<file path="src/rtl/dmem_arbiter.sv">
// Two-port valid/ready arbiter that sequences single-cycle accesses onto the shared datamemory.
// Define DMEM_ARB_RR_EN for round-robin arbitration; otherwise port 0 has fixed priority.
module dmem_arbiter #(
  parameter int DM_ADDRESS = 9,
  parameter int DATA_W     = 32
) (
  input  logic                  clk,
  input  logic                  rst_n,

  input  logic                  p0_req_valid,
  output logic                  p0_req_ready,
  input  logic                  p0_req_we,
  input  logic [DM_ADDRESS-1:0] p0_req_addr,
  input  logic [DATA_W-1:0]     p0_req_wdata,
  input  logic [2:0]            p0_req_funct3,
  output logic                  p0_rsp_valid,
  output logic [DATA_W-1:0]     p0_rsp_rdata,
  output logic                  p0_rsp_err,

  input  logic                  p1_req_valid,
  output logic                  p1_req_ready,
  input  logic                  p1_req_we,
  input  logic [DM_ADDRESS-1:0] p1_req_addr,
  input  logic [DATA_W-1:0]     p1_req_wdata,
  input  logic [2:0]            p1_req_funct3,
  output logic                  p1_rsp_valid,
  output logic [DATA_W-1:0]     p1_rsp_rdata,
  output logic                  p1_rsp_err,

  output logic                  mem_read,
  output logic                  mem_write,
  output logic [DM_ADDRESS-1:0] mem_addr,
  output logic [DATA_W-1:0]     mem_wdata,
  output logic [2:0]            mem_funct3,
  input  logic [DATA_W-1:0]     mem_rdata
);

  localparam logic [1:0] S_IDLE   = 2'd0;
  localparam logic [1:0] S_ACCESS = 2'd1;
  localparam logic [1:0] S_RESP   = 2'd2;

  logic [1:0]            state;
  logic                  lat_we;
  logic [DM_ADDRESS-1:0] lat_addr;
  logic [DATA_W-1:0]     lat_wdata;
  logic [2:0]            lat_funct3;
  logic                  owner;
  logic [DATA_W-1:0]     rsp_data;
  logic                  rsp_error;

  logic                  sel;
  logic                  accept;
  logic                  sel_we;
  logic [DM_ADDRESS-1:0] sel_addr;
  logic [DATA_W-1:0]     sel_wdata;
  logic [2:0]            sel_funct3;
  logic                  funct3_ok;
  logic                  misaligned;
  logic                  sel_legal;
  logic                  in_access;
  logic                  in_resp;

`ifdef DMEM_ARB_RR_EN
  logic last_grant;

  // Contention goes to the port that did not win last time.
  always_comb begin
    sel = (p0_req_valid && p1_req_valid) ? ~last_grant : p1_req_valid;
  end

  always_ff @(posedge clk or negedge rst_n) begin
    if (!rst_n) begin
      last_grant <= 1'b1;
    end else if (accept) begin
      last_grant <= sel;
    end
  end
`else
  always_comb begin
    sel = ~p0_req_valid & p1_req_valid;
  end
`endif

  // Ready is held low while reset is asserted so every output is quiet during reset.
  assign accept       = (state == S_IDLE) && rst_n && (p0_req_valid || p1_req_valid);
  assign p0_req_ready = accept & ~sel;
  assign p1_req_ready = accept & sel;

  assign sel_we     = sel ? p1_req_we     : p0_req_we;
  assign sel_addr   = sel ? p1_req_addr   : p0_req_addr;
  assign sel_wdata  = sel ? p1_req_wdata  : p0_req_wdata;
  assign sel_funct3 = sel ? p1_req_funct3 : p0_req_funct3;

  always_comb begin
    funct3_ok = 1'b0;
    case (sel_funct3)
      3'b000, 3'b001, 3'b010: funct3_ok = 1'b1;
      3'b100, 3'b101:         funct3_ok = ~sel_we;
      default:                funct3_ok = 1'b0;
    endcase
    misaligned = ((sel_funct3[1:0] == 2'b01) && sel_addr[0]) ||
                 ((sel_funct3[1:0] == 2'b10) && (sel_addr[1:0] != 2'b00));
    sel_legal  = funct3_ok & ~misaligned;
  end

  // Illegal requests skip ACCESS and report the error straight away with no memory strobe.
  always_ff @(posedge clk or negedge rst_n) begin
    if (!rst_n) begin
      state      <= S_IDLE;
      lat_we     <= 1'b0;
      lat_addr   <= '0;
      lat_wdata  <= '0;
      lat_funct3 <= 3'b000;
      owner      <= 1'b0;
      rsp_data   <= '0;
      rsp_error  <= 1'b0;
    end else begin
      case (state)
        S_IDLE: begin
          if (accept) begin
            lat_we     <= sel_we;
            lat_addr   <= sel_addr;
            lat_wdata  <= sel_wdata;
            lat_funct3 <= sel_funct3;
            owner      <= sel;
            rsp_data   <= '0;
            rsp_error  <= ~sel_legal;
            state      <= sel_legal ? S_ACCESS : S_RESP;
          end
        end
        S_ACCESS: begin
          rsp_data  <= lat_we ? '0 : mem_rdata;
          rsp_error <= 1'b0;
          state     <= S_RESP;
        end
        S_RESP: begin
          state <= S_IDLE;
        end
        default: begin
          state <= S_IDLE;
        end
      endcase
    end
  end

  assign in_access = (state == S_ACCESS);
  assign in_resp   = (state == S_RESP);

  assign mem_read   = in_access & ~lat_we;
  assign mem_write  = in_access & lat_we;
  assign mem_addr   = in_access ? lat_addr   : '0;
  assign mem_wdata  = in_access ? lat_wdata  : '0;
  assign mem_funct3 = in_access ? lat_funct3 : 3'b000;

  assign p0_rsp_valid = in_resp & ~owner;
  assign p0_rsp_rdata = (in_resp && !owner) ? rsp_data : '0;
  assign p0_rsp_err   = in_resp & ~owner & rsp_error;

  assign p1_rsp_valid = in_resp & owner;
  assign p1_rsp_rdata = (in_resp && owner) ? rsp_data : '0;
  assign p1_rsp_err   = in_resp & owner & rsp_error;

endmodule

</file>
<file path="config.mk">
export PLATFORM = sky130hd
export DESIGN_NAME = dmem_arbiter
export DESIGN_NICKNAME = d
export VERILOG_FILES = /design/src/rtl/dmem_arbiter.sv
export SDC_FILE = /design/constraint.sdc
export NUM_CORES = 1
export LEC_CHECK = 0
export BUFFER_PORTS_ARGS = -buffer_cell sky130_fd_sc_hd__clkbuf_2
export CORE_ASPECT_RATIO = 1.1
export CORE_MARGIN = 5
export CORE_UTILIZATION = 23
export CTS_CLUSTER_DIAMETER = 60
export DETAILED_ROUTE_END_ITERATION = 16
export HOLD_SLACK_MARGIN = 0.03
export PLACE_DENSITY_LB_ADDON = 0.15
export REMOVE_ABC_BUFFERS = 1
export SYNTH_ARGS = -nofsm -noshare
export SYNTH_HDL_FRONTEND = slang
export SYNTH_SLANG_ARGS = --single-unit
</file>
<file path="constraint.sdc">
create_clock -name clk -period 4 [get_ports clk]
set_clock_uncertainty 0.05 [all_clocks]
set_input_delay 0.8 -clock clk [delete_from_list [all_inputs] [get_ports clk]]
set_output_delay 0.8 -clock clk [all_outputs]
set_load 0.005 [all_outputs]
</file>
==> impl_metrics.sql, run 1 <==
INSERT INTO impl_metrics (metric_group, metric, value, unit) VALUES
('cts', 'cts-hold-fix-buffers', '0', ''),
('setup_path', 'timing.rr.end', 'rsp_data[15]$_DFFE_PN0P_', ''),
('yosys', 'post_synth_main_area_contributors', 'dfrtp_1 49%, and2_1 17%, mux2i_1 11%, a22o_1 6.7%, o21ai_0 5.0%', ''),
('setup_path', 'critical-path-slowest-cell', 'and3_1', ''),
('timing', 'post-route-period-util', '71.4', '%'),
('drt', 'count_of_antenna_violating_nets_left_after_detailed_routing', '0', ''),
('power_and_ir_drop', 'static-leakage-power', '3.31', 'nW'),
('cts', 'clock_path_buffers', '2', ''),
('setup_path', 'cell_by_cell_trace_of_the_critical_path', 'inv_1, and3_1, and2_1, clkbuf_2', ''),
('setup_path', 'worst_r2r_startpoint', 'state[0]$_DFFE_PN0P_', ''),
('die', 'floorplan.core_area', '17800', 'µm²'),
('layout', 'register_area', '2030', 'µm²'),
('drt', 'remaining_drc_errors', '0', ''),
('layout', 'fin_util', '33.0', '%'),
('place', 'io_buffer_count', '241', ''),
('run', 'max_cap_violations', '0', ''),
('timing', 'time_the_worst_path_needs_with_i_o_delays_and_setup', '2.85', 'ns'),
('grt', 'grt_max_degree', '92', ''),
('setup_path', 'crit_path_max_incr_delay', '0.77', 'ns'),
('layout', 'multi_input_area', '1980', 'µm²'),
('yosys', 'netlist_area', '4170', 'µm²'),
('setup_path', 'rrSetupSlack', '2.21', 'ns'),
('drt', 'drt-pass1-iter-count', '4', ''),
('drt', 'routedWlPerCell', '14.1', 'µm'),
('setup_path', 'timing.critical_path.fanout_max', '34', ''),
('setup_path', 'worst-r2r-cell-count', '3', ''),
('power_and_ir_drop', 'power.density', '396', 'nW/µm²'),
('cts', 'htree_num_levels', '3', ''),
('yosys', 'synth_top_area_share', '48.6', '%'),
('die', 'die_w', '138', 'µm'),
('drt', 'drt_iter0_drc', '66', ''),
('grt', 'number_of_antenna_violations_at_the_first_check_in_global_routing', '0', ''),
('place', 'placed_inst_area', '5570', 'µm²'),
('place', 'place_hpwl', '9220', 'µm'),
('drt', 'routed_wirelength', '12500', 'µm'),
('cts', 'insertion_delay', '0.33', 'ns'),
('yosys', 'synth.yosys.warnings', '0', ''),
('cts', 'clock-root-buffer', 'clkbuf_16', ''),
('timing', 'grt_setup_unrepaired', 'false', ''),
('min_path', 'holdCritStartpoint', 'lat_wdata[5]$_DFFE_PN0P_', ''),
('drt', 'total_met2_wirelength_after_detailed_routing', '5540', 'µm'),
('cts', 'cts_inserted_buffers', '9', ''),
('layout', 'synthToLayoutAreaGrowth', '40.7', '%'),
('drt', 'wl_met1', '5470', 'µm'),
('power_and_ir_drop', 'power.share.switching', '26.8', '%'),
('layout', 'most_used_cells_in_the_layout_excluding_fill_and_tap_cells', '240 x clkbuf_2, 111 x and2_1, 81 x dfrtp_1, 46 x nand2_1, 44 x mux2i_1', ''),
('timing', 'final_hold_viol_count', '0', ''),
('min_path', 'min_path_type', 'reg -> reg', ''),
('timing', 'relSlewSlack', '27.4', '%'),
('place', 'place_inst', '873', ''),
('drt', 'top_layer_used', 'met4', ''),
('grt', 'grt_pass1_wl', '20200', 'µm'),
('timing', 'achievable-frequency', '350', 'MHz'),
('die', 'placement_rows', '51', ''),
('die', 'floorplan.die.height', '151', 'µm'),
('power_and_ir_drop', 'share_of_total_power_in_sequential_cells', '45.6', '%'),
('power_and_ir_drop', 'clock_power_share', '36.8', '%'),
('setup_path', 'crit_required', '3.15', 'ns'),
('layout', 'fillCellCount', '1860', ''),
('timing', 'setup_viol', '0', ''),
('layout', 'mostFrequentLayoutCell', 'clkbuf_2', ''),
('cts', 'cts.sinks', '81', ''),
('setup_path', 'critical_path_type', 'reg -> out', ''),
('setup_path', 'endpoint_class_of_the_critical_path', 'output pin', ''),
('yosys', 'ys_seq_area_share', '48.6', '%'),
('power_and_ir_drop', 'ir_drop', '0.168', 'mV'),
('layout', 'post-route-cell-area', '5870', 'µm²'),
('outcome', 'status', 'finished, final reports clean', ''),
('min_path', 'timing.hold.worst_path_depth', '2', ''),
('cts', 'post-cts-setup-buffers', '0', ''),
('yosys', 'postSynthRegisterBits', '81', '');
## metrics by stage
step | hold slack (ns) | setup slack [ns] | power [mW]
2_1_floorplan | 0.392 | 0.599 | 1.28
3_3_place_gp | 0.404 | 1.50 | 1.49
3_5_place_dp | 0.413 | 1.46 | 1.50
4_1_cts | 0.427 | 1.08 | 2.39
5_1_grt | 0.446 | 0.947 | 2.49
6_report | 0.421 | 1.15 | 2.32
## registers in the layout, indices dropped and copies added (netlist names)
name,cells
lat_wdata,32
rsp_data,32
lat_addr,9
lat_funct3,3
state,2
lat_we,1
owner,1
rsp_error,1
## synth_stat cells
cell type  instances
and3_1             1
a21o_1             2
mux2i_1           44
inv_1              3
clkbuf_1          16
or3_4              1
nor4_1             2
o21ai_1            4
buf_6              2
buf_4              4
and2_1           111
nand2_1           46
a22oi_1            2
nor3_1             1
nand3_1            1
o211ai_1           1
buf_2              8
dfrtp_1           81
nor2b_1            1
nor3b_2            1
nand2b_1           2
buf_1              2
o21ai_0           42
a211oi_1           2
a22o_1            32
nor2_1             6
a21oi_1            2
## area by class of cell
class	instances	area share, %
inverter	3	0.192
multi-input combinational	304	33.8
sequential	81	34.5
tap	238	5.07
clock buffer	10	3.90
clock inverter	4	1.19
timing repair buffer	247	21.4
## worst max path at each step
stage                    startpoint          endpoint  slack [ns]  depth (start not counted)
3_3_place_gp           p0_req_valid      p1_req_ready        1.50                          5
5_1_grt        state[0]$_DFFE_PN0P_  p1_rsp_rdata[22]        0.95                          4
4_1_cts        state[0]$_DFFE_PN0P_  p1_rsp_rdata[26]        1.08                          4
6_report       state[0]$_DFFE_PN0P_  p1_rsp_rdata[22]        1.15                          4
3_5_place_dp   state[0]$_DFFE_PN0P_  p1_rsp_rdata[26]        1.46                          4
2_1_floorplan          p0_req_valid      p1_req_ready        0.60                          2
## routing by layer
metal  track usage (%)  vias to the layer above
li1                  -                     1870
met1              14.6                     1686
met2              19.1                      182
met3              4.55                       13
met4              4.59                        0
met5                 0                        -
## cells by family (layout without fill, tap and decap cells)
family	after synthesis	in the layout	share of synthesized area, %
buffers and inverters	35	264	4.11
flip-flops	81	81	48.6
AND/OR/NAND/NOR	173	173	23.0
multiplexers	44	44	10.6
AO/OA/AOI/OAI	87	87	13.7
## critical path: cells and delay by family (launching register included)
kind	cells	cell delay, ns
buf+inv	2	0.23
simple gates	2	1.01
flops	1	0.41
## power groups by stage
| stage | combinational [mW] | clock [mW] | sequential [mW] |
|---|---|---|---|
| floorplan | 0.235 | 0 | 1.04 |
| global placement | 0.416 | 0 | 1.07 |
| detailed placement | 0.422 | 0 | 1.07 |
| CTS | 0.422 | 0.902 | 1.06 |
| global route | 0.474 | 0.932 | 1.08 |
| finish | 0.408 | 0.856 | 1.06 |
(Power assumes the default switching activity.)
==> inputs of run 2 (changes only) <==
- clock period: 4 -> 2.7 ns (I/O delays scaled with it)
==> impl_metrics.sql, run 2 (synthesized netlist as in run 1, its figures left out) <==
INSERT INTO impl_metrics (metric_group, metric, value, unit) VALUES
('drt', 'via_per_inst', '4.24', ''),
('layout', 'drive_above_1_share', '41.8', '%'),
('cts', 'insertion_delay', '0.33', 'ns'),
('layout', 'nets', '784', ''),
('timing', 'final_hold_viol_count', '0', ''),
('die', 'design.die.area', '20900', 'µm²'),
('cts', 'clock_path_buffers', '2', ''),
('timing', 'number_of_slew_limit_violations_in_the_final_report', '0', ''),
('drt', 'top_layer_used', 'met4', ''),
('grt', 'number_of_antenna_violations_at_the_first_check_in_global_routing', '0', ''),
('place', 'pre_cts_slack', '0.596', 'ns'),
('grt', 'total_global_routing_track_utilization', '12.1', '%'),
('drt', 'drt_iter0_drc', '46', ''),
('timing', 'post-route-period-util', '95.5', '%'),
('grt', 'grt_max_degree', '94', ''),
('setup_path', 'worst_r2r_startpoint', 'state[1]$_DFFE_PN0P_', ''),
('setup_path', 'cell_by_cell_trace_of_the_critical_path', 'dlygate4sd3_1, buf_6, o21ai_1, or3_4, nor2_1, clkbuf_2', ''),
('setup_path', 'crit_start', 'rst_n', ''),
('power_and_ir_drop', 'ir_drop', '0.248', 'mV'),
('setup_path', 'endpoint_class_of_the_critical_path', 'output pin', ''),
('place', 'io_buffer_count', '241', ''),
('timing', 'finalWorstSetupSlack', '0.122', 'ns'),
('cts', 'cts_tree', 'yes', ''),
('setup_path', 'worst_path_dominant_cell_family', 'buffers and inverters', ''),
('power_and_ir_drop', 'power.share.switching', '28.5', '%'),
('die', 'floorplan.core_area', '17800', 'µm²'),
('layout', 'antennaDiodeCount', '0', ''),
('timing', 'relSlewSlack', '36.2', '%'),
('drt', 'routed_wirelength', '13000', 'µm'),
('setup_path', 'crit_required', '2.11', 'ns'),
('layout', 'top_regs', 'lat_wdata (32), rsp_data (32), lat_addr (9)', ''),
('drt', 'routedWlPerCell', '14.4', 'µm'),
('layout', 'synthToLayoutAreaGrowth', '42.7', '%'),
('setup_path', 'timing.critical_path.fanout_max', '9', ''),
('die', 'starting_density_of_the_core', '23.4', '%'),
('timing', 'time_the_worst_path_needs_with_i_o_delays_and_setup', '2.58', 'ns'),
('power_and_ir_drop', 'power.density', '555', 'nW/µm²'),
('power_and_ir_drop', 'clock_power_share', '33.3', '%'),
('place', 'gp_congestion', '0.787', ''),
('grt', 'first_global_vias', '3926', ''),
('setup_path', 'critical-path-slowest-cell', 'dlygate4sd3_1', ''),
('setup_path', 'crit_path_max_incr_delay', '0.55', 'ns'),
('grt', 'overflow', '0', ''),
('layout', 'most_used_cells_in_the_layout_excluding_fill_and_tap_cells', '240 x clkbuf_2, 111 x and2_1, 81 x dfrtp_1, 46 x nand2_1, 44 x mux2i_1', ''),
('cts', 'cts_inserted_buffers', '9', ''),
('grt', 'grt_pass1_wl', '20400', 'µm'),
('drt', 'total_met2_wirelength_after_detailed_routing', '5830', 'µm'),
('power_and_ir_drop', 'cellInternalPower', '2.36', 'mW'),
('setup_path', 'setup.worst_path.start_class', 'primary input', ''),
('setup_path', 'timing.critical_path.buf_inv', '3', ''),
('power_and_ir_drop', 'switchingPower', '943', 'µW'),
('setup_path', 'critical_path_type', 'in -> out', ''),
('run', 'max_cap_violations', '0', ''),
('power_and_ir_drop', 'share_of_total_power_in_sequential_cells', '47.6', '%'),
('drt', 'num_vias', '3818', ''),
('timing', 'achievable-frequency', '388', 'MHz'),
('die', 'placement_rows', '51', ''),
('cts', 'cts.sinks', '81', ''),
('power_and_ir_drop', 'design_power_total', '3.30', 'mW'),
('cts', 'clock-root-buffer', 'clkbuf_16', ''),
('die', 'floorplan.die.height', '151', 'µm'),
('power_and_ir_drop', 'static-leakage-power', '3.36', 'nW'),
('drt', 'wl_met1', '5710', 'µm'),
('die', 'ioPinCount', '242', ''),
('drt', 'drt-pass1-iter-count', '4', ''),
('timing', 'worst_pin_slew', '0.957', 'ns'),
('place', 'place_hpwl', '9710', 'µm'),
('cts', 'htree_num_levels', '3', ''),
('min_path', 'min_path_type', 'in -> reg', ''),
('min_path', 'holdCritStartpoint', 'mem_rdata[8]', ''),
('die', 'die_w', '138', 'µm'),
('timing', 'grt_setup_unrepaired', 'false', ''),
('drt', 'wl_met3', '1250', 'µm'),
('timing', 'timing.hold.ws', '0.372', 'ns'),
('layout', 'mostFrequentLayoutCell', 'clkbuf_2', ''),
('drt', 'remaining_drc_errors', '0', ''),
('outcome', 'status', 'finished, final reports clean', ''),
('cts', 'cts.reportedPaths.clkPinSlew', '0.07', 'ns'),
('power_and_ir_drop', 'power.share.combinational', '19.1', '%'),
('timing', 'setup_viol', '0', ''),
('drt', 'count_of_antenna_violating_nets_left_after_detailed_routing', '0', ''),
('setup_path', 'cp_data_arrival_time', '1.99', 'ns');
==> run 2: cell types whose count changed in the layout (fill, tap and decap cells not counted), sizes merged <==
cell | previous run | this run
clkinv | 2 | 3
buf | 7 | 18
bufinv | 2 | 0
dlygate4sd3 | 0 | 1
clkinvlp | 0 | 2
==> run 2: power groups by stage <==
stage	registers [mW]	clock network (mW)	logic [mW]
final	1.57	1.10	0.631
after global routing	1.60	1.19	0.726
after CTS	1.57	1.16	0.645
after detailed placement	1.59	0	0.645
after global placement	1.58	0	0.630
after floorplan	1.54	0	0.348
==> run 2: area by class of cell <==
class | instances | area [µm²]
fill | 1845 | 11800
sequential | 81 | 2030
multi-input combinational | 304 | 1980
timing repair buffer | 259 | 1380
tap | 238 | 298
clock buffer | 10 | 229
clock inverter | 5 | 33.8
inverter | 3 | 11.3
==> run 2: what timing repair did <==
item | CTS | global route
hold buffers | 1 | 0
buffers inserted | 0 | 7
endpoints found under the setup margin | 0 | 2
resized for setup | 0 | 1
hold endpoints to repair | 8 | 0
==> run 2: path summary, 6_finish.rpt <==
| kind | endpoint | slack [ns] | cells past startpoint |
|---|---|---|---|
| setup / recovery | p1_req_ready | 0.12 | 6 |
| hold / removal | rsp_data[8]$_DFFE_PN0P_ | 0.37 | 2 |
| setup reg to reg | rsp_data[21]$_DFFE_PN0P_ | 1.15 | 4 |
| hold reg to reg | lat_wdata[19]$_DFFE_PN0P_ | 0.42 | 2 |
| max in group asynchronous | lat_wdata[25]$_DFFE_PN0P_ | 0.95 | 3 |
| min in group asynchronous | rsp_data[14]$_DFFE_PN0P_ | 0.64 | 3 |
==> run 2: through the flow <==
step | cells | setup TNS, ns | utilization, % | area (µm²)
global placement | 877 | 0 | 31.6 | 5630
finish | 900 | 0 | 33.5 | 5960
detailed placement | 877 | 0 | 31.6 | 5630
floorplan | 388 | -0.293 | - | 4010
global route | 900 | 0 | 33.5 | 5960
CTS | 893 | 0 | 33.1 | 5900
==> run 2: per-layer routing <==
layer | GRT usage [%] | vias to the layer above
met5 | 0 | -
met1 | 15.2 | 1731
met3 | 4.23 | 10
met2 | 19.4 | 182
met4 | 4.45 | 0
li1 | - | 1895
==> run 2: worst register-to-register path: cells and delay by family, from the launching register on <==
| family | cells | cell delay [ns] |
|---|---|---|
| simple gates | 2 | 0.39 |
| buf+inv | 1 | 0.38 |
| flops | 1 | 0.44 |
| compound gates | 1 | 0.23 |
